--- src/rtl/rf_ctrl_pkg.sv ---
// Shared types and constants for the register-file write arbiter.
package rf_ctrl_pkg;

    localparam int PW      = 4;
    localparam int NREG    = 2 ** PW;

    localparam int REQ_ALU = 0;
    localparam int REQ_LD  = 1;

    typedef struct packed {
        logic [PW-1:0] addr;
        logic [7:0]    data;
    } wr_req_t;

endpackage

--- src/rtl/rf_write_arbiter_if.sv ---
// Producer-side write handshakes (ALU writeback and load path).
interface rf_write_arbiter_if;
    import rf_ctrl_pkg::*;

    logic          alu_valid;
    logic [PW-1:0] alu_addr;
    logic [7:0]    alu_data;
    logic          alu_ready;

    logic          ld_valid;
    logic [PW-1:0] ld_addr;
    logic [7:0]    ld_data;
    logic          ld_ready;

    modport master (
        output alu_valid, alu_addr, alu_data,
        output ld_valid, ld_addr, ld_data,
        input  alu_ready, ld_ready
    );

    modport slave (
        input  alu_valid, alu_addr, alu_data,
        input  ld_valid, ld_addr, ld_data,
        output alu_ready, ld_ready
    );

endinterface

--- src/rtl/rr_arb2.sv ---
// Two-input round-robin arbiter; the last winner loses the next tie.
module rr_arb2
    import rf_ctrl_pkg::*;
(
    input  logic       clk,
    input  logic       reset,
    input  logic [1:0] req,
    input  logic       accept,
    output logic [1:0] grant
);

    logic last_grant;

    always_comb begin
        // NOTE: default every always_comb output first so no path can infer a latch.
        grant = '0;
        if (req[REQ_ALU] && (!req[REQ_LD] || last_grant == 1'(REQ_LD)))
            grant[REQ_ALU] = 1'b1;
        else if (req[REQ_LD])
            grant[REQ_LD] = 1'b1;
    end

    // Reset to LD so the ALU wins the first tie.
    always_ff @(posedge clk or posedge reset) begin
        // NOTE: state flops use non-blocking assignments so every flop samples pre-edge values.
        if (reset)
            last_grant <= 1'(REQ_LD);
        else if (accept)
            last_grant <= grant[REQ_LD];
    end

endmodule

--- src/rtl/rf_write_arbiter.sv ---
// Shares the register-file write port between ALU and load producers and
// tracks per-register busy state for read-after-write hazard detection.
module rf_write_arbiter
    import rf_ctrl_pkg::*;
(
    input  logic            clk,
    input  logic            reset,
    rf_write_arbiter_if.slave bus,
    input  logic            mark_en,
    input  logic [PW-1:0]   mark_addr,
    input  logic            flush,
    input  logic [PW-1:0]   rd_addrA,
    input  logic [PW-1:0]   rd_addrB,
    output logic            hazardA,
    output logic            hazardB,
    output logic            wr_en,
    output logic [PW-1:0]   wr_addr,
    output logic [7:0]      wr_data,
    output logic [NREG-1:0] busy
);

    logic [1:0]      req;
    logic [1:0]      grant;
    logic            transfer;
    wr_req_t         sel;
    logic [NREG-1:0] busy_next;

    // Requests are masked during reset so readies drop the moment reset rises.
    assign req[REQ_ALU] = bus.alu_valid & ~reset;
    assign req[REQ_LD]  = bus.ld_valid  & ~reset;

    rr_arb2 u_arb (
        .clk    (clk),
        .reset  (reset),
        .req    (req),
        .accept (transfer),
        .grant  (grant)
    );

    assign transfer      = |grant;
    assign bus.alu_ready = grant[REQ_ALU];
    assign bus.ld_ready  = grant[REQ_LD];

    always_comb begin
        if (grant[REQ_LD])
            sel = '{addr: bus.ld_addr, data: bus.ld_data};
        else
            sel = '{addr: bus.alu_addr, data: bus.alu_data};
    end

    always_ff @(posedge clk or posedge reset) begin
        if (reset) begin
            wr_en   <= 1'b0;
            wr_addr <= '0;
            wr_data <= '0;
        end else begin
            wr_en <= transfer;
            if (transfer) begin
                wr_addr <= sel.addr;
                wr_data <= sel.data;
            end
        end
    end

    // Order matters: flush, then clear on write, then mark so a newer reservation wins.
    always_comb begin
        busy_next = busy;
        if (flush)
            busy_next = '0;
        if (transfer)
            busy_next[sel.addr] = 1'b0;
        if (mark_en)
            busy_next[mark_addr] = 1'b1;
    end

    always_ff @(posedge clk or posedge reset) begin
        if (reset)
            busy <= '0;
        else
            busy <= busy_next;
    end

    // The wr_en term covers the cycle the write is still in flight to the file.
    assign hazardA = busy[rd_addrA] || (wr_en && wr_addr == rd_addrA);
    assign hazardB = busy[rd_addrB] || (wr_en && wr_addr == rd_addrB);

endmodule

--- src/flat_wrapper.sv ---
// flat-port wrapper written by rule: the top's interface ports become plain ports
module rf_write_arbiter_flat import rf_ctrl_pkg::*;
  (clk, reset, mark_en, mark_addr, flush, rd_addrA, rd_addrB, hazardA, hazardB, wr_en, wr_addr, wr_data, busy, bus_alu_valid, bus_alu_addr, bus_alu_data, bus_ld_valid, bus_ld_addr, bus_ld_data, bus_alu_ready, bus_ld_ready);
  rf_write_arbiter_if bus_i ();
  input  logic clk;
  input  logic reset;
  input  logic mark_en;
  input  logic [PW-1:0] mark_addr;
  input  logic flush;
  input  logic [PW-1:0] rd_addrA;
  input  logic [PW-1:0] rd_addrB;
  output logic hazardA;
  output logic hazardB;
  output logic wr_en;
  output logic [PW-1:0] wr_addr;
  output logic [7:0] wr_data;
  output logic [NREG-1:0] busy;
  input wire logic [$bits(bus_i.alu_valid)-1:0] bus_alu_valid;
  input wire logic [$bits(bus_i.alu_addr)-1:0] bus_alu_addr;
  input wire logic [$bits(bus_i.alu_data)-1:0] bus_alu_data;
  input wire logic [$bits(bus_i.ld_valid)-1:0] bus_ld_valid;
  input wire logic [$bits(bus_i.ld_addr)-1:0] bus_ld_addr;
  input wire logic [$bits(bus_i.ld_data)-1:0] bus_ld_data;
  output wire logic [$bits(bus_i.alu_ready)-1:0] bus_alu_ready;
  output wire logic [$bits(bus_i.ld_ready)-1:0] bus_ld_ready;
  assign bus_i.alu_valid = bus_alu_valid;
  assign bus_i.alu_addr = bus_alu_addr;
  assign bus_i.alu_data = bus_alu_data;
  assign bus_i.ld_valid = bus_ld_valid;
  assign bus_i.ld_addr = bus_ld_addr;
  assign bus_i.ld_data = bus_ld_data;
  assign bus_alu_ready = bus_i.alu_ready;
  assign bus_ld_ready = bus_i.ld_ready;
  rf_write_arbiter u_core (.clk(clk), .reset(reset), .bus(bus_i), .mark_en(mark_en), .mark_addr(mark_addr), .flush(flush), .rd_addrA(rd_addrA), .rd_addrB(rd_addrB), .hazardA(hazardA), .hazardB(hazardB), .wr_en(wr_en), .wr_addr(wr_addr), .wr_data(wr_data), .busy(busy));
endmodule
--- config.mk ---
export PLATFORM = sky130hd
export DESIGN_NAME = rf_write_arbiter_flat
export DESIGN_NICKNAME = d
export VERILOG_FILES = /design/src/rtl/rf_ctrl_pkg.sv /design/src/rtl/rf_write_arbiter_if.sv /design/src/rtl/rr_arb2.sv /design/src/rtl/rf_write_arbiter.sv /design/src/flat_wrapper.sv
export SDC_FILE = /design/constraint.sdc
export NUM_CORES = 1
export LEC_CHECK = 0
export BUFFER_PORTS_ARGS = -buffer_cell sky130_fd_sc_hd__buf_2
export CAP_MARGIN = 10
export CORE_AREA = 2 2 66 68
export CTS_CLUSTER_DIAMETER = 100
export DETAILED_ROUTE_END_ITERATION = 10
export DIE_AREA = 0 0 68 70
export PLACE_DENSITY = 0.78
export SETUP_SLACK_MARGIN = 0.1
export SLEW_MARGIN = 10
export SYNTH_ARGS = -nofsm -noshare
export SYNTH_HDL_FRONTEND = slang
export SYNTH_HIERARCHICAL = 1
export SYNTH_SLANG_ARGS = --single-unit
export TNS_END_PERCENT = 1
--- constraint.sdc ---
create_clock -name clk -period 1.9 [get_ports clk]
set_input_delay 0.19 -clock clk [delete_from_list [all_inputs] [get_ports clk]]
set_output_delay 0.19 -clock clk [all_outputs]
set_load 0.005 [all_outputs]
==> results of run 1 <==
-- flip-flops by register name (all words and copies together) (netlist names) --
signal	cells
u_core/busy	16
u_core/wr_data	8
u_core/wr_addr	4
u_core/u_arb/last_grant	1
u_core/wr_en	1
-- metal layers --
| layer | vias up | GRT usage (%) | part of all wire, % |
|---|---|---|---|
| met2 | 65 | 34.1 | 48 |
| met1 | 851 | 30.9 | 44 |
| li1 | 873 | - | - |
| met4 | 0 | 8.22 | 1.6 |
| met3 | 5 | 3.54 | 7.1 |
| met5 | - | 0 | 0 |
-- worst max-delay path by stage --
stage,start,endpoint,slack [ns],depth (start not counted)
detailed placement,reset,u_core/busy[12],0.15,7
floorplan,u_core/u_arb/last_grant,u_core/wr_addr[2],0.13,5
global route,u_core/busy[14],hazardA,0.05,5
finish,u_core/busy[5],hazardB,0.12,4
CTS,u_core/busy[14],hazardA,0.09,5
global placement,reset,u_core/busy[12],0.16,7
-- synthesized netlist by cell type, types with 2 or more instances --
| cell | instances |
|---|---|
| sky130_fd_sc_hd__a21oi_1 | 4 |
| sky130_fd_sc_hd__and3b_1 | 2 |
| sky130_fd_sc_hd__nor3_1 | 3 |
| sky130_fd_sc_hd__nand3_1 | 7 |
| sky130_fd_sc_hd__inv_1 | 4 |
| sky130_fd_sc_hd__o21ai_1 | 38 |
| sky130_fd_sc_hd__mux4_2 | 4 |
| sky130_fd_sc_hd__a2bb2oi_1 | 2 |
| sky130_fd_sc_hd__clkbuf_1 | 3 |
| sky130_fd_sc_hd__xnor2_1 | 2 |
| sky130_fd_sc_hd__nor2_1 | 3 |
| sky130_fd_sc_hd__nand2_1 | 11 |
| sky130_fd_sc_hd__nor2b_1 | 21 |
| sky130_fd_sc_hd__dfrtp_1 | 29 |
| sky130_fd_sc_hd__mux2i_1 | 18 |
| sky130_fd_sc_hd__nand2b_1 | 2 |
| sky130_fd_sc_hd__xor2_1 | 6 |
| sky130_fd_sc_hd__buf_2 | 3 |
| sky130_fd_sc_hd__mux4_1 | 2 |
| sky130_fd_sc_hd__o211ai_1 | 2 |
| sky130_fd_sc_hd__nand3b_1 | 2 |
| sky130_fd_sc_hd__o21ai_0 | 10 |
-- logic make-up (layout without fill, tap and decap cells) --
logic type | after synthesis | count (layout) | synth area share, %
AND/OR/NAND/NOR | 58 | 58 | 17.7
buffers and inverters | 13 | 96 | 3.35
AO/OA/AOI/OAI | 61 | 61 | 17.5
flip-flops | 30 | 30 | 39.4
XOR/XNOR | 8 | 8 | 3.67
multiplexers | 26 | 26 | 18.3
-- stage by stage --
| stage | hold WS [ns] | power (mW) | instance area [µm²] | setup slack (ns) |
|---|---|---|---|---|
| floorplan | 0.0797 | 0.969 | 1910 | 0.132 |
| global placement | 0.221 | 1.14 | 2340 | 0.160 |
| detailed placement | 0.223 | 1.15 | 2340 | 0.152 |
| CTS | 0.0126 | 1.67 | 2450 | 0.0889 |
| global route | 0.0232 | 1.75 | 2460 | 0.0465 |
| finish | -0.00449 | 1.67 | 2460 | 0.122 |
-- cell usage in the layout, fill, tap and decap left out, types with 3 or more instances in the layout --
cell	instances
sky130_fd_sc_hd__xor2_1	6
sky130_fd_sc_hd__nand2_1	11
sky130_fd_sc_hd__a21oi_1	4
sky130_fd_sc_hd__nor2_1	3
sky130_fd_sc_hd__clkbuf_8	6
sky130_fd_sc_hd__dfrtp_1	29
sky130_fd_sc_hd__nand3_1	7
sky130_fd_sc_hd__mux2i_1	18
sky130_fd_sc_hd__buf_4	8
sky130_fd_sc_hd__nor2b_1	21
sky130_fd_sc_hd__mux4_2	4
sky130_fd_sc_hd__inv_1	4
sky130_fd_sc_hd__o21ai_0	10
sky130_fd_sc_hd__o21ai_1	38
sky130_fd_sc_hd__nor3_1	3
sky130_fd_sc_hd__buf_2	74
-- cell type report --
type	instances	area, µm²
clock buffer	8	90.1
fill	375	1680
inverter	5	18.8
multi-input combinational	153	1090
sequential	30	752
tap	52	65.1
timing repair buffer	83	440
-- power by group --
group | switching (mW) | internal (mW) | leakage [nW]
Clock | 0.233 | 0.295 | 0.0455
Combinational | 0.193 | 0.193 | 0.762
Sequential | 0.0528 | 0.700 | 0.386
Total | 0.478 | 1.19 | 1.19
-- what timing repair did --
action	CTS	global route
resized for setup	1	0
endpoints found under the setup margin	3	3
hold buffers	1	0
endpoints found under the hold margin	1	0
pin swaps	0	2
buffers inserted	0	2
-- worst max-delay path: cells and delay by family (launching register included) --
| family | cells | cell delay (ns) |
|---|---|---|
| flip-flops | 1 | 0.42 |
| multiplexers | 2 | 0.67 |
| AO/OA/AOI/OAI | 1 | 0.09 |
| buffers and inverters | 1 | 0.13 |
==> tab_implementation.tex, run 1 <==
\begin{tabular}{lr}
\hline
Metric & Value \\
\hline
\multicolumn{2}{l}{\textbf{Run status}} \\
\quad Outcome & finished, violations left \\
\quad Failing checks & hold timing \\
\multicolumn{2}{l}{\textbf{Yosys}} \\
\quad Sequential element share of the synthesized area & 39.4\% \\
\quad Synth top area share & 38.1\% \\
\quad Synth unique cells & 40 \\
\quad Share of synthesized flip-flops with an asynchronous set or reset & 100\% \\
\quad Number of enable flip-flop cells after synthesis & 0 \\
\quad Post-Syn Area & 1910 µm² \\
\quad Post-Synthesis Net Count & 238 \\
\quad Cells taking the most area after synthesis & sky130\_fd\_sc\_hd\_\_dfrtp\_1, sky130\_fd\_sc\_hd\_\_o21ai\_1, sky130\_fd\_sc\_hd\_\_mux2i\_1 \\
\quad Number of flip-flops and latches in the synthesized netlist & 30 \\
\quad Gate count after technology mapping & 196 \\
\quad Main flop type after synthesis & sky130\_fd\_sc\_hd\_\_dfrtp\_1 \\
\quad Yosys warnings & 6 \\
\quad Cell taking the most area after synthesis & sky130\_fd\_sc\_hd\_\_dfrtp\_1 \\
\quad Average instance area after synthesis & 9.73 µm² \\
\multicolumn{2}{l}{\textbf{Routing}} \\
\quad Total Wirelength & 4990 µm \\
\quad Number of nets with antenna violations after routing & 0 \\
\quad Residual DRC & 0 \\
\quad WL/cell & 15.1 µm \\
\quad Avg Vias per Cell & 5.42 \\
\quad Initial DRC Count & 100 \\
\quad Vias & 1794 \\
\quad Router iterations before antenna repair & 4 \\
\multicolumn{2}{l}{\textbf{Finish}} \\
\quad Area overhead of the layout relative to synthesis & 29.1\% \\
\quad Diode count & 0 \\
\quad Final cell count without fillers & 331 \\
\quad Post-Route Utilization & 59.4\% \\
\quad Layout cell share with drive strength beyond 1 & 35.8\% \\
\quad Final \#Nets & 320 \\
\multicolumn{2}{l}{\textbf{STA}} \\
\quad Pin slew with the least headroom to its limit & 0.379 ns \\
\quad Share of the clock period used by the worst path after layout & 93.6\% \\
\quad Final setup violation count & 0 \\
\quad Number of hold violations in the final report & 10 \\
\quad Max Clk Rate & 563 MHz \\
\quad Number of slew-limit violations in the final report & 0 \\
\quad Setup skew after layout & 0.00427 ns \\
\quad Setup TNS & 0 ns \\
\quad Worst Hold Slack & -0.00449 ns \\
\quad Clock period minus worst slack & 1.78 ns \\
\quad Slew HR & 74.0\% \\
\quad Unrepaired setup endpoints after global routing & true \\
\multicolumn{2}{l}{\textbf{Worst setup path}} \\
\quad Launch point of the worst reg-to-reg path & u\_core/u\_arb/last\_grant \\
\quad Max stage delay cell, worst path & sky130\_fd\_sc\_hd\_\_mux4\_1 \\
\quad Arrival @ worst endpoint & 1.59 ns \\
\quad Critical-path cell list & mux4\_1 -> mux2i\_1 -> o211ai\_1 -> buf\_2 \\
\quad Reg-to-Reg End & u\_core/busy[12] \\
\quad Maximum fanout along the worst path & 4 \\
\quad Number of cells on the worst reg-to-reg path & 6 \\
\quad Delay of the slowest cell on the worst path & 0.52 ns \\
\quad Classification of the worst setup path & reg -> out \\
\quad Worst path required time & 1.71 ns \\
\quad Critical path launch point type & flip-flop \\
\quad Kind of end point of the critical path & output pin \\
\quad Worst reg2reg setup slack & 0.26 ns \\
\multicolumn{2}{l}{\textbf{GRT}} \\
\quad Via count of the first global-routing pass & 1659 \\
\quad Pin count of the biggest net entering global routing & 30 \\
\quad Total GRT Usage & 22.0\% \\
\quad First-pass GRT wire length & 7940 µm \\
\quad Initial antenna violation count & 0 \\
\quad Total gr overflow & 0 \\
\multicolumn{2}{l}{\textbf{Clock tree}} \\
\quad \# H-tree levels & 2 \\
\quad TritonCTS clock tree & built \\
\quad Clock latency on the worst-skew pair & 0.28 ns \\
\quad Master cell of the clock root buffer & sky130\_fd\_sc\_hd\_\_clkbuf\_8 \\
\quad Maximum buffer depth of the clock tree & 2 \\
\quad Number of buffers inserted during clock tree synthesis & 5 \\
\quad Clock-pin slew reported for the worst setup and hold paths after clock tree synthesis & 0.07 ns \\
\quad Count of clock tree sinks & 30 \\
\multicolumn{2}{l}{\textbf{Placed design}} \\
\quad Final estimated routing congestion in global placement & 0.907 \\
\quad Total placed cells including tap cells & 320 \\
\quad PortBufs & 74 \\
\quad Estimated wirelength of the detail-placed design & 3800 µm \\
\multicolumn{2}{l}{\textbf{Die}} \\
\quad Floorplan die area & 4760 µm² \\
\quad Num rows & 24 \\
\quad Number of primary I/O pins & 75 \\
\quad Core Region & 4140 µm² \\
\quad Chip height & 70 µm \\
\quad Width of the die & 68 µm \\
\quad Initial core utilization & 46.0\% \\
\multicolumn{2}{l}{\textbf{Pwr}} \\
\quad Power per standard cell area & 677 nW/µm² \\
\quad Maximum vdd ir drop & 0.393 mV \\
\quad P\_leak & 1.19 nW \\
\multicolumn{2}{l}{\textbf{Run}} \\
\quad Number of maximum-capacitance violations & 0 \\
\multicolumn{2}{l}{\textbf{Min path}} \\
\quad Worst min-delay path category & in -> async \\
\hline
\end{tabular}
No activity file was read; power rests on OpenSTA's default activity.
==> run 2, diff against run 1 <==
--- a/config.mk
+++ b/config.mk
@@ -5,12 +5,13 @@
 export SDC_FILE = /design/constraint.sdc
 export NUM_CORES = 1
 export LEC_CHECK = 0
+export ABC_AREA = 1
 export BUFFER_PORTS_ARGS = -buffer_cell sky130_fd_sc_hd__buf_2
 export CAP_MARGIN = 10
-export CORE_AREA = 2 2 66 68
+export CORE_AREA = 2 2 67 69
 export CTS_CLUSTER_DIAMETER = 100
 export DETAILED_ROUTE_END_ITERATION = 10
-export DIE_AREA = 0 0 68 70
+export DIE_AREA = 0 0 69 71
 export PLACE_DENSITY = 0.78
 export SETUP_SLACK_MARGIN = 0.1
 export SLEW_MARGIN = 10
==> tab_implementation.tex, run 2 <==
\begin{tabular}{lr}
\hline
Metric & Value \\
\hline
\multicolumn{2}{l}{\textbf{GRT}} \\
\quad Initial antenna violation count & 0 (unchanged) \\
\quad Total gr overflow & 0 (unchanged) \\
\quad Via count of the first global-routing pass & 2021 (was 1659) \\
\quad Pin count of the biggest net entering global routing & 30 (unchanged) \\
\quad First-pass GRT wire length & 8910 µm (was 7940 µm) \\
\quad Total GRT Usage & 22.3\% (was 22.0\%) \\
\multicolumn{2}{l}{\textbf{STA}} \\
\quad Number of slew-limit violations in the final report & 0 (unchanged) \\
\quad Clock period minus worst slack & 1.62 ns (was 1.78 ns) \\
\quad Setup TNS & 0 ns (unchanged) \\
\quad Number of hold violations in the final report & 0 (was 10) \\
\quad Pin slew with the least headroom to its limit & 0.347 ns (was 0.379 ns) \\
\quad Setup skew after layout & 0.00464 ns (was 0.00427 ns) \\
\quad Final worst slack & 0.282 ns (was 0.122 ns) \\
\quad Slew HR & 76.9\% (was 74.0\%) \\
\quad Max Clk Rate & 618 MHz (was 563 MHz) \\
\quad Share of the clock period used by the worst path after layout & 85.2\% (was 93.6\%) \\
\quad Unrepaired setup endpoints after global routing & false (was true) \\
\quad Final setup violation count & 0 (unchanged) \\
\quad Worst Hold Slack & 0.158 ns (was -0.00449 ns) \\
\multicolumn{2}{l}{\textbf{Finish}} \\
\quad Most common cell after layout, fill and taps aside & sky130\_fd\_sc\_hd\_\_nand2\_1 (was sky130\_fd\_sc\_hd\_\_buf\_2) \\
\quad Filler cells & 408 (was 375) \\
\quad Top library cells by usage in the layout, fill and taps aside & sky130\_fd\_sc\_hd\_\_nand2\_1, sky130\_fd\_sc\_hd\_\_buf\_2, sky130\_fd\_sc\_hd\_\_inv\_1 (was sky130\_fd\_sc\_hd\_\_buf\_2, sky130\_fd\_sc\_hd\_\_o21ai\_1, sky130\_fd\_sc\_hd\_\_dfrtp\_1) \\
\quad Post-Route Utilization & 60.6\% (was 59.4\%) \\
\quad Final \#Nets & 425 (was 320) \\
\quad Largest reg by FF count & u\_core/busy (unchanged) \\
\quad Area overhead of the layout relative to synthesis & 27.2\% (was 29.1\%) \\
\quad Flip-flop count of the largest register, all copies and words added & 16 (unchanged) \\
\quad Final std cell area, no fill & 2550 µm² (was 2460 µm²) \\
\quad Diode count & 0 (unchanged) \\
\quad Footprint of the multi-input gates & 1010 µm² (was 1090 µm²) \\
\quad Top Registers & u\_core/busy x16, u\_core/wr\_data x8, u\_core/wr\_addr x4 (unchanged) \\
\quad Final cell count without fillers & 436 (was 331) \\
\quad Area of all sequential standard cells & 752 µm² (unchanged) \\
\quad Layout cell share with drive strength beyond 1 & 26.8\% (was 35.8\%) \\
\multicolumn{2}{l}{\textbf{Clock tree}} \\
\quad TritonCTS clock tree & built (unchanged) \\
\quad Clock-pin slew reported for the worst setup and hold paths after clock tree synthesis & 0.06 ns (was 0.07 ns) \\
\quad Count of clock tree sinks & 30 (unchanged) \\
\quad \# H-tree levels & 2 (unchanged) \\
\quad Clock latency on the worst-skew pair & 0.28 ns (about the same) \\
\quad Master cell of the clock root buffer & sky130\_fd\_sc\_hd\_\_clkbuf\_8 (unchanged) \\
\quad Number of buffers inserted during clock tree synthesis & 5 (unchanged) \\
\quad Maximum buffer depth of the clock tree & 2 (unchanged) \\
\quad Post-CTS setup buffer count & 0 (unchanged) \\
\multicolumn{2}{l}{\textbf{Worst setup path}} \\
\quad Worst reg2reg setup slack & 0.28 ns (was 0.26 ns) \\
\quad Maximum fanout along the worst path & 14 (was 4) \\
\quad Cell occurring most often along the worst timing path & sky130\_fd\_sc\_hd\_\_o21ai\_1 \\
\quad Max stage delay cell, worst path & sky130\_fd\_sc\_hd\_\_dfstp\_2 (was sky130\_fd\_sc\_hd\_\_mux4\_1) \\
\quad Arrival @ worst endpoint & 1.78 ns (was 1.59 ns) \\
\quad Critical path launch point type & flip-flop (unchanged) \\
\quad Reg-to-Reg End & u\_core/busy[6] (was u\_core/busy[12]) \\
\quad Kind of end point of the critical path & flip-flop (was output pin) \\
\quad Worst path required time & 2.06 ns (was 1.71 ns) \\
\quad Classification of the worst setup path & reg -> reg (was reg -> out) \\
\quad Critical-path cell list & a21oi\_2 -> buf\_4 -> inv\_2 -> nand2\_1 -> nand2\_4 -> nand3\_4 -> o21ai\_1 -> o21ai\_1 (was mux4\_1 -> mux2i\_1 -> o211ai\_1 -> buf\_2) \\
\quad Number of cells on the worst reg-to-reg path & 8 (was 6) \\
\quad Delay of the slowest cell on the worst path & 0.55 ns (was 0.52 ns) \\
\quad Launch point of the worst reg-to-reg path & u\_core/u\_arb/last\_grant (unchanged) \\
\multicolumn{2}{l}{\textbf{Pwr}} \\
\quad Power per standard cell area & 693 nW/µm² (was 677 nW/µm²) \\
\quad Maximum vdd ir drop & 0.424 mV (was 0.393 mV) \\
\quad P\_leak & 1.47 nW (was 1.19 nW) \\
\quad Total Power & 1.77 mW (was 1.67 mW) \\
\multicolumn{2}{l}{\textbf{Yosys}} \\
\quad Main flop type after synthesis & sky130\_fd\_sc\_hd\_\_dfrtp\_1 (unchanged) \\
\quad Leading cell types by count after synthesis & sky130\_fd\_sc\_hd\_\_nand2\_1, sky130\_fd\_sc\_hd\_\_inv\_1, sky130\_fd\_sc\_hd\_\_nor2\_1 (was sky130\_fd\_sc\_hd\_\_o21ai\_1, sky130\_fd\_sc\_hd\_\_dfrtp\_1, sky130\_fd\_sc\_hd\_\_nor2b\_1) \\
\quad Cells taking the most area after synthesis & sky130\_fd\_sc\_hd\_\_dfrtp\_1, sky130\_fd\_sc\_hd\_\_nand2\_1, sky130\_fd\_sc\_hd\_\_inv\_1 (was sky130\_fd\_sc\_hd\_\_dfrtp\_1, sky130\_fd\_sc\_hd\_\_o21ai\_1, sky130\_fd\_sc\_hd\_\_mux2i\_1) \\
\quad Yosys warnings & 6 (unchanged) \\
\quad Synth top area share & 36.2\% (was 38.1\%) \\
\quad Average instance area after synthesis & 6.61 µm² (was 9.73 µm²) \\
\quad Most common cell in the netlist & sky130\_fd\_sc\_hd\_\_nand2\_1 (was sky130\_fd\_sc\_hd\_\_o21ai\_1) \\
\quad Number of enable flip-flop cells after synthesis & 0 (unchanged) \\
\quad Sequential element share of the synthesized area & 37.5\% (was 39.4\%) \\
\quad Share of synthesized flip-flops with an asynchronous set or reset & 100\% (unchanged) \\
\quad Post-Synthesis Net Count & 345 (was 238) \\
\quad Post-Syn Area & 2000 µm² (was 1910 µm²) \\
\quad Gate count after technology mapping & 303 (was 196) \\
\quad Cell taking the most area after synthesis & sky130\_fd\_sc\_hd\_\_dfrtp\_1 (unchanged) \\
\quad Number of flip-flops and latches in the synthesized netlist & 30 (unchanged) \\
\quad Synth unique cells & 27 (was 40) \\
\multicolumn{2}{l}{\textbf{Routing}} \\
\quad WL/cell & 12.1 µm (was 15.1 µm) \\
\quad Residual DRC & 0 (unchanged) \\
\quad Initial DRC Count & 161 (was 100) \\
\quad Vias & 2156 (was 1794) \\
\quad Avg Vias per Cell & 4.94 (was 5.42) \\
\quad Number of nets with antenna violations after routing & 0 (unchanged) \\
\quad Total Wirelength & 5290 µm (was 4990 µm) \\
\quad Router iterations before antenna repair & 4 (unchanged) \\
\multicolumn{2}{l}{\textbf{Placed design}} \\
\quad Total placed cells including tap cells & 426 (was 320) \\
\quad PortBufs & 74 (unchanged) \\
\quad Placed inst area & 2420 µm² (was 2340 µm²) \\
\quad Worst slack after detailed placement & 0.261 ns (was 0.152 ns) \\
\quad Final estimated routing congestion in global placement & 0.921 (was 0.907) \\
\quad Estimated wirelength of the detail-placed design & 4330 µm (was 3800 µm) \\
\multicolumn{2}{l}{\textbf{Die}} \\
\quad Initial core utilization & 47.6\% (was 46.0\%) \\
\quad Num rows & 24 (unchanged) \\
\quad Floorplan die area & 4900 µm² (was 4760 µm²) \\
\quad Chip height & 71 µm (was 70 µm) \\
\quad Width of the die & 69 µm (was 68 µm) \\
\quad Number of primary I/O pins & 75 (unchanged) \\
\quad Core Region & 4200 µm² (was 4140 µm²) \\
\multicolumn{2}{l}{\textbf{Min path}} \\
\quad Worst min-delay path category & in -> reg (was in -> async) \\
\quad Destination of the worst hold path & u\_core/wr\_data[3] \\
\quad Hold path cells & 3 \\
\quad Startpoint of the lowest-slack hold path & bus\_alu\_data[3] \\
\multicolumn{2}{l}{\textbf{Run status}} \\
\quad Outcome & complete, no violations (was finished, violations left) \\
\multicolumn{2}{l}{\textbf{Run}} \\
\quad Number of maximum-capacitance violations & 0 (unchanged) \\
\hline
\end{tabular}
## run 2: power by group
part | internal (mW) | total [mW] | switching, mW | leakage, nW
clock network | 0.365 | 0.587 | 0.222 | 0.0575
registers | 0.700 | 0.742 | 0.0418 | 0.379
logic | 0.178 | 0.436 | 0.258 | 1.03
total | 1.24 | 1.77 | 0.522 | 1.47
## run 2: worst max-delay path by stage
stage,slack [ns],cells past startpoint,from,endpoint
after global routing,0.14,8,u_core/u_arb/last_grant,u_core/busy[6]
after CTS,0.29,8,u_core/u_arb/last_grant,u_core/busy[6]
after detailed placement,0.26,12,reset,u_core/busy[0]
after floorplan,0.46,9,u_core/u_arb/last_grant,u_core/busy[12]
after global placement,0.31,12,reset,u_core/busy[1]
final,0.28,8,u_core/u_arb/last_grant,u_core/busy[6]
## run 2: cells by family (layout without fill, tap and decap cells)
logic type / count (synthesis) / after routing / share of synthesized area [%]
and+or+nand+nor: 172 / 172 / 37.5
AOI/OAI and AO/OA: 43 / 43 / 12.9
buffers and inverters: 58 / 139 / 12.1
DFF: 30 / 30 / 37.5
## run 2: critical path, delay by kind of cell (launching register included)
family	cells	cell delay (ns)
AOI/OAI and AO/OA	3	0.29
buffers and inverters	2	0.35
DFF	1	0.55
and+or+nand+nor	3	0.31
## run 2: metal layers
metal / global-route usage [%] / part of all wire [%] / wire, µm / vias up
li1: - / - / - / 1122
met1: 30.5 / 46 / 2440 / 956
met2: 36.9 / 48 / 2520 / 71
met3: 2.71 / 4.6 / 243 / 7
met4: 7.84 / 1.5 / 81 / 0
met5: 0 / 0 / 0 / -
## run 2: timing repair
action | in CTS | in global routing
resized for setup | 0 | 0
hold buffers | 2 | 0
endpoints found under the hold margin | 1 | 0
## run 2: area by class of cell
type	instances	share of cell area, %
multi-input combinational	215	39.6
sequential	30	29.5
timing repair buffer	80	16.5
inverter	51	7.51
clock buffer	8	4.32
tap	52	2.55
==> run 3, diff against run 2 <==
--- a/config.mk
+++ b/config.mk
@@ -5,14 +5,15 @@
 export SDC_FILE = /design/constraint.sdc
 export NUM_CORES = 1
 export LEC_CHECK = 0
-export ABC_AREA = 1
 export BUFFER_PORTS_ARGS = -buffer_cell sky130_fd_sc_hd__buf_2
 export CAP_MARGIN = 10
-export CORE_AREA = 2 2 67 69
+export CORE_AREA = 2 2 66 68
 export CTS_CLUSTER_DIAMETER = 100
 export DETAILED_ROUTE_END_ITERATION = 10
-export DIE_AREA = 0 0 69 71
+export DIE_AREA = 0 0 68 70
+export GPL_TIMING_DRIVEN = 0
 export PLACE_DENSITY = 0.78
+export REMOVE_ABC_BUFFERS = 1
 export SETUP_SLACK_MARGIN = 0.1
 export SLEW_MARGIN = 10
 export SYNTH_ARGS = -nofsm -noshare
==> tab_implementation.tex, run 3 (synthesized netlist as in run 1, its figures left out) <==
\begin{tabular}{lr}
\hline
Metric & Value \\
\hline
\multicolumn{2}{l}{\textbf{Worst setup path}} \\
\quad Critical path launch point type & flip-flop (unchanged) \\
\quad Cell occurring most often along the worst timing path & sky130\_fd\_sc\_hd\_\_o21ai\_1 (unchanged) \\
\quad Crit path to & u\_core/busy[8] (was u\_core/busy[6]) \\
\quad Classification of the worst setup path & reg -> reg (unchanged) \\
\quad Kind of end point of the critical path & flip-flop (unchanged) \\
\quad Number of cells on the worst reg-to-reg path & 7 (was 8) \\
\quad Arrival @ worst endpoint & 1.99 ns (was 1.78 ns) \\
\quad Launch point of the worst reg-to-reg path & u\_core/u\_arb/last\_grant (unchanged) \\
\quad Maximum fanout along the worst path & 13 (was 14) \\
\quad Critical-path cell list & inv\_1 -> a21boi\_4 -> buf\_8 -> nor3b\_4 -> o21ai\_1 -> o21ai\_1 -> o21ai\_1 (was a21oi\_2 -> buf\_4 -> inv\_2 -> nand2\_1 -> nand2\_4 -> nand3\_4 -> o21ai\_1 -> o21ai\_1) \\
\quad Reg-to-Reg End & u\_core/busy[8] (was u\_core/busy[6]) \\
\quad Worst reg2reg setup slack & 0.07 ns (was 0.28 ns) \\
\quad Origin of the worst setup path & u\_core/u\_arb/last\_grant (unchanged) \\
\quad Worst path required time & 2.07 ns (was 2.06 ns) \\
\quad Delay of the slowest cell on the worst path & 0.59 ns (was 0.55 ns) \\
\quad Max stage delay cell, worst path & sky130\_fd\_sc\_hd\_\_dfstp\_2 (unchanged) \\
\multicolumn{2}{l}{\textbf{GRT}} \\
\quad Total GRT Usage & 23.2\% (was 22.3\%) \\
\quad Pin count of the biggest net entering global routing & 30 (unchanged) \\
\quad First-pass GRT wire length & 8280 µm (was 8910 µm) \\
\quad Initial antenna violation count & 0 (unchanged) \\
\quad Via count of the first global-routing pass & 1700 (was 2021) \\
\quad Total gr overflow & 0 (unchanged) \\
\multicolumn{2}{l}{\textbf{Clock tree}} \\
\quad Number of buffers inserted during clock tree synthesis & 5 (unchanged) \\
\quad TritonCTS clock tree & built (unchanged) \\
\quad Clock latency on the worst-skew pair & 0.29 ns (was 0.28 ns) \\
\quad \# H-tree levels & 2 (unchanged) \\
\quad Maximum buffer depth of the clock tree & 2 (unchanged) \\
\quad Master cell of the clock root buffer & sky130\_fd\_sc\_hd\_\_clkbuf\_8 (unchanged) \\
\quad Clock-pin slew reported for the worst setup and hold paths after clock tree synthesis & 0.06 ns (about the same) \\
\quad Count of clock tree sinks & 30 (unchanged) \\
\multicolumn{2}{l}{\textbf{Run}} \\
\quad Number of maximum-capacitance violations & 0 (unchanged) \\
\multicolumn{2}{l}{\textbf{Pwr}} \\
\quad Power per standard cell area & 676 nW/µm² (was 693 nW/µm²) \\
\quad P\_leak & 1.20 nW (was 1.47 nW) \\
\quad Maximum vdd ir drop & 0.347 mV (was 0.424 mV) \\
\quad Total Power & 1.70 mW (was 1.77 mW) \\
\multicolumn{2}{l}{\textbf{Routing}} \\
\quad Vias & 1847 (was 2156) \\
\quad Residual DRC & 0 (unchanged) \\
\quad Router iterations before antenna repair & 5 (was 4) \\
\quad Total Wirelength & 5350 µm (was 5290 µm) \\
\quad WL/cell & 16.2 µm (was 12.1 µm) \\
\quad Number of nets with antenna violations after routing & 0 (unchanged) \\
\quad Avg Vias per Cell & 5.60 (was 4.94) \\
\quad Initial DRC Count & 87 (was 161) \\
\multicolumn{2}{l}{\textbf{Placed design}} \\
\quad Total placed cells including tap cells & 315 (was 426) \\
\quad Final estimated routing congestion in global placement & 0.889 (was 0.921) \\
\quad Estimated wirelength of the detail-placed design & 3840 µm (was 4330 µm) \\
\quad PortBufs & 74 (unchanged) \\
\multicolumn{2}{l}{\textbf{STA}} \\
\quad Setup skew after layout & 0.00520 ns (was 0.00464 ns) \\
\quad Unrepaired setup endpoints after global routing & true (was false) \\
\quad Number of slew-limit violations in the final report & 0 (unchanged) \\
\quad Max Clk Rate & 548 MHz (was 618 MHz) \\
\quad Worst Hold Slack & 0.123 ns (was 0.158 ns) \\
\quad Final setup violation count & 0 (unchanged) \\
\quad Pin slew with the least headroom to its limit & 0.719 ns (was 0.347 ns) \\
\quad Share of the clock period used by the worst path after layout & 96.1\% (was 85.2\%) \\
\quad Number of hold violations in the final report & 0 (unchanged) \\
\quad Clock period minus worst slack & 1.83 ns (was 1.62 ns) \\
\quad Setup TNS & 0 ns (unchanged) \\
\quad Slew HR & 51.8\% (was 76.9\%) \\
\multicolumn{2}{l}{\textbf{Run status}} \\
\quad Outcome & complete, no violations (unchanged) \\
\multicolumn{2}{l}{\textbf{Finish}} \\
\quad Area overhead of the layout relative to synthesis & 31.9\% (was 27.2\%) \\
\quad Area of all sequential standard cells & 752 µm² (unchanged) \\
\quad Most common cell after layout, fill and taps aside & sky130\_fd\_sc\_hd\_\_buf\_2 (was sky130\_fd\_sc\_hd\_\_nand2\_1) \\
\quad Largest reg by FF count & u\_core/busy (unchanged) \\
\quad Diode count & 0 (unchanged) \\
\quad Layout cell share with drive strength beyond 1 & 35.6\% (was 26.8\%) \\
\quad Final cell count without fillers & 330 (was 436) \\
\quad Footprint of the multi-input gates & 1130 µm² (was 1010 µm²) \\
\quad Flip-flop count of the largest register, all copies and words added & 16 (unchanged) \\
\quad Top Registers & u\_core/busy x16, u\_core/wr\_data x8, u\_core/wr\_addr x4 (unchanged) \\
\quad Final \#Nets & 319 (was 425) \\
\quad Top library cells by usage in the layout, fill and taps aside & sky130\_fd\_sc\_hd\_\_buf\_2, sky130\_fd\_sc\_hd\_\_o21ai\_1, sky130\_fd\_sc\_hd\_\_dfrtp\_1 (was sky130\_fd\_sc\_hd\_\_nand2\_1, sky130\_fd\_sc\_hd\_\_buf\_2, sky130\_fd\_sc\_hd\_\_inv\_1) \\
\quad Filler cells & 365 (was 408) \\
\multicolumn{2}{l}{\textbf{Die}} \\
\quad Core Region & 4140 µm² (was 4200 µm²) \\
\quad Chip height & 70 µm (was 71 µm) \\
\quad Width of the die & 68 µm (was 69 µm) \\
\quad Num rows & 24 (unchanged) \\
\quad Number of primary I/O pins & 75 (unchanged) \\
\quad Floorplan die area & 4760 µm² (was 4900 µm²) \\
\quad Initial core utilization & 46.0\% (was 47.6\%) \\
\multicolumn{2}{l}{\textbf{Min path}} \\
\quad Worst min-delay path category & in -> reg (unchanged) \\
\hline
\end{tabular}
-- run 3: changes by cell type in the layout (fill, tap and decap cells not counted), sizes merged, moves of 7 or more --
cell	before	now
nand2	86	11
nand3	33	7
o22ai	10	0
nor2	41	3
nor2b	0	21
mux2i	0	18
inv	49	5
o21ai	27	48
nor3	10	3
-- run 3: repair_timing --
item	in CTS	in global routing
hold buffers	1	1
resized for setup	2	2
pin swaps	2	4
setup endpoints to repair	17	15
cloned	1	0
endpoints found under the hold margin	1	9
buffers inserted	3	0
-- run 3: cell type report --
class | instances | area share (%)
timing repair buffer | 81 | 18.1
sequential | 30 | 29.9
inverter | 5 | 0.746
multi-input combinational | 154 | 45.1
clock buffer | 8 | 3.58
tap | 52 | 2.59
-- run 3: metal layers --
metal	share of wire (%)	GRT usage (%)	wire, µm
met1	44	32.6	2370
met2	50	35.5	2670
met3	3.8	4.35	201
met4	2.1	8.00	112
met5	0	0	0
-- run 3: stage by stage --
step / instance area (µm²) / worst slack, ns / util (%)
finish: 2510 / 0.0739 / 60.7
global route: 2510 / 0.00572 / 60.7
CTS: 2460 / 0.0938 / 59.5
detailed placement: 2320 / -0.430 / 56.0
global placement: 2300 / -1.44 / 55.4
floorplan: 1860 / -0.920 / -
-- run 3: worst min-delay path by stage --
stage / cells past startpoint / endpoint / slack [ns] / startpoint
finish: 3 / u_core/wr_data[4] / 0.12 / bus_ld_data[4]
global route: 3 / u_core/wr_data[6] / 0.13 / bus_ld_data[6]
CTS: 3 / u_core/wr_data[6] / 0.12 / bus_ld_data[6]
detailed placement: 2 / u_core/u_arb/last_grant / 0.22 / reset
global placement: 2 / u_core/u_arb/last_grant / 0.22 / reset
floorplan: 1 / u_core/u_arb/last_grant / 0.08 / reset
-- run 3: report_power, final --
group	total, mW	switching [mW]	internal (mW)
logic	0.406	0.204	0.202
clock network	0.538	0.243	0.295
registers	0.757	0.0565	0.700
-- run 3: worst max-delay path: cells and delay by family, from the launching register on --
kind                   cells  cell delay [ns]
and+or+nand+nor            1             0.23
buffers and inverters      2             0.27
DFF                        1             0.59
AOI/OAI and AO/OA          4             0.61
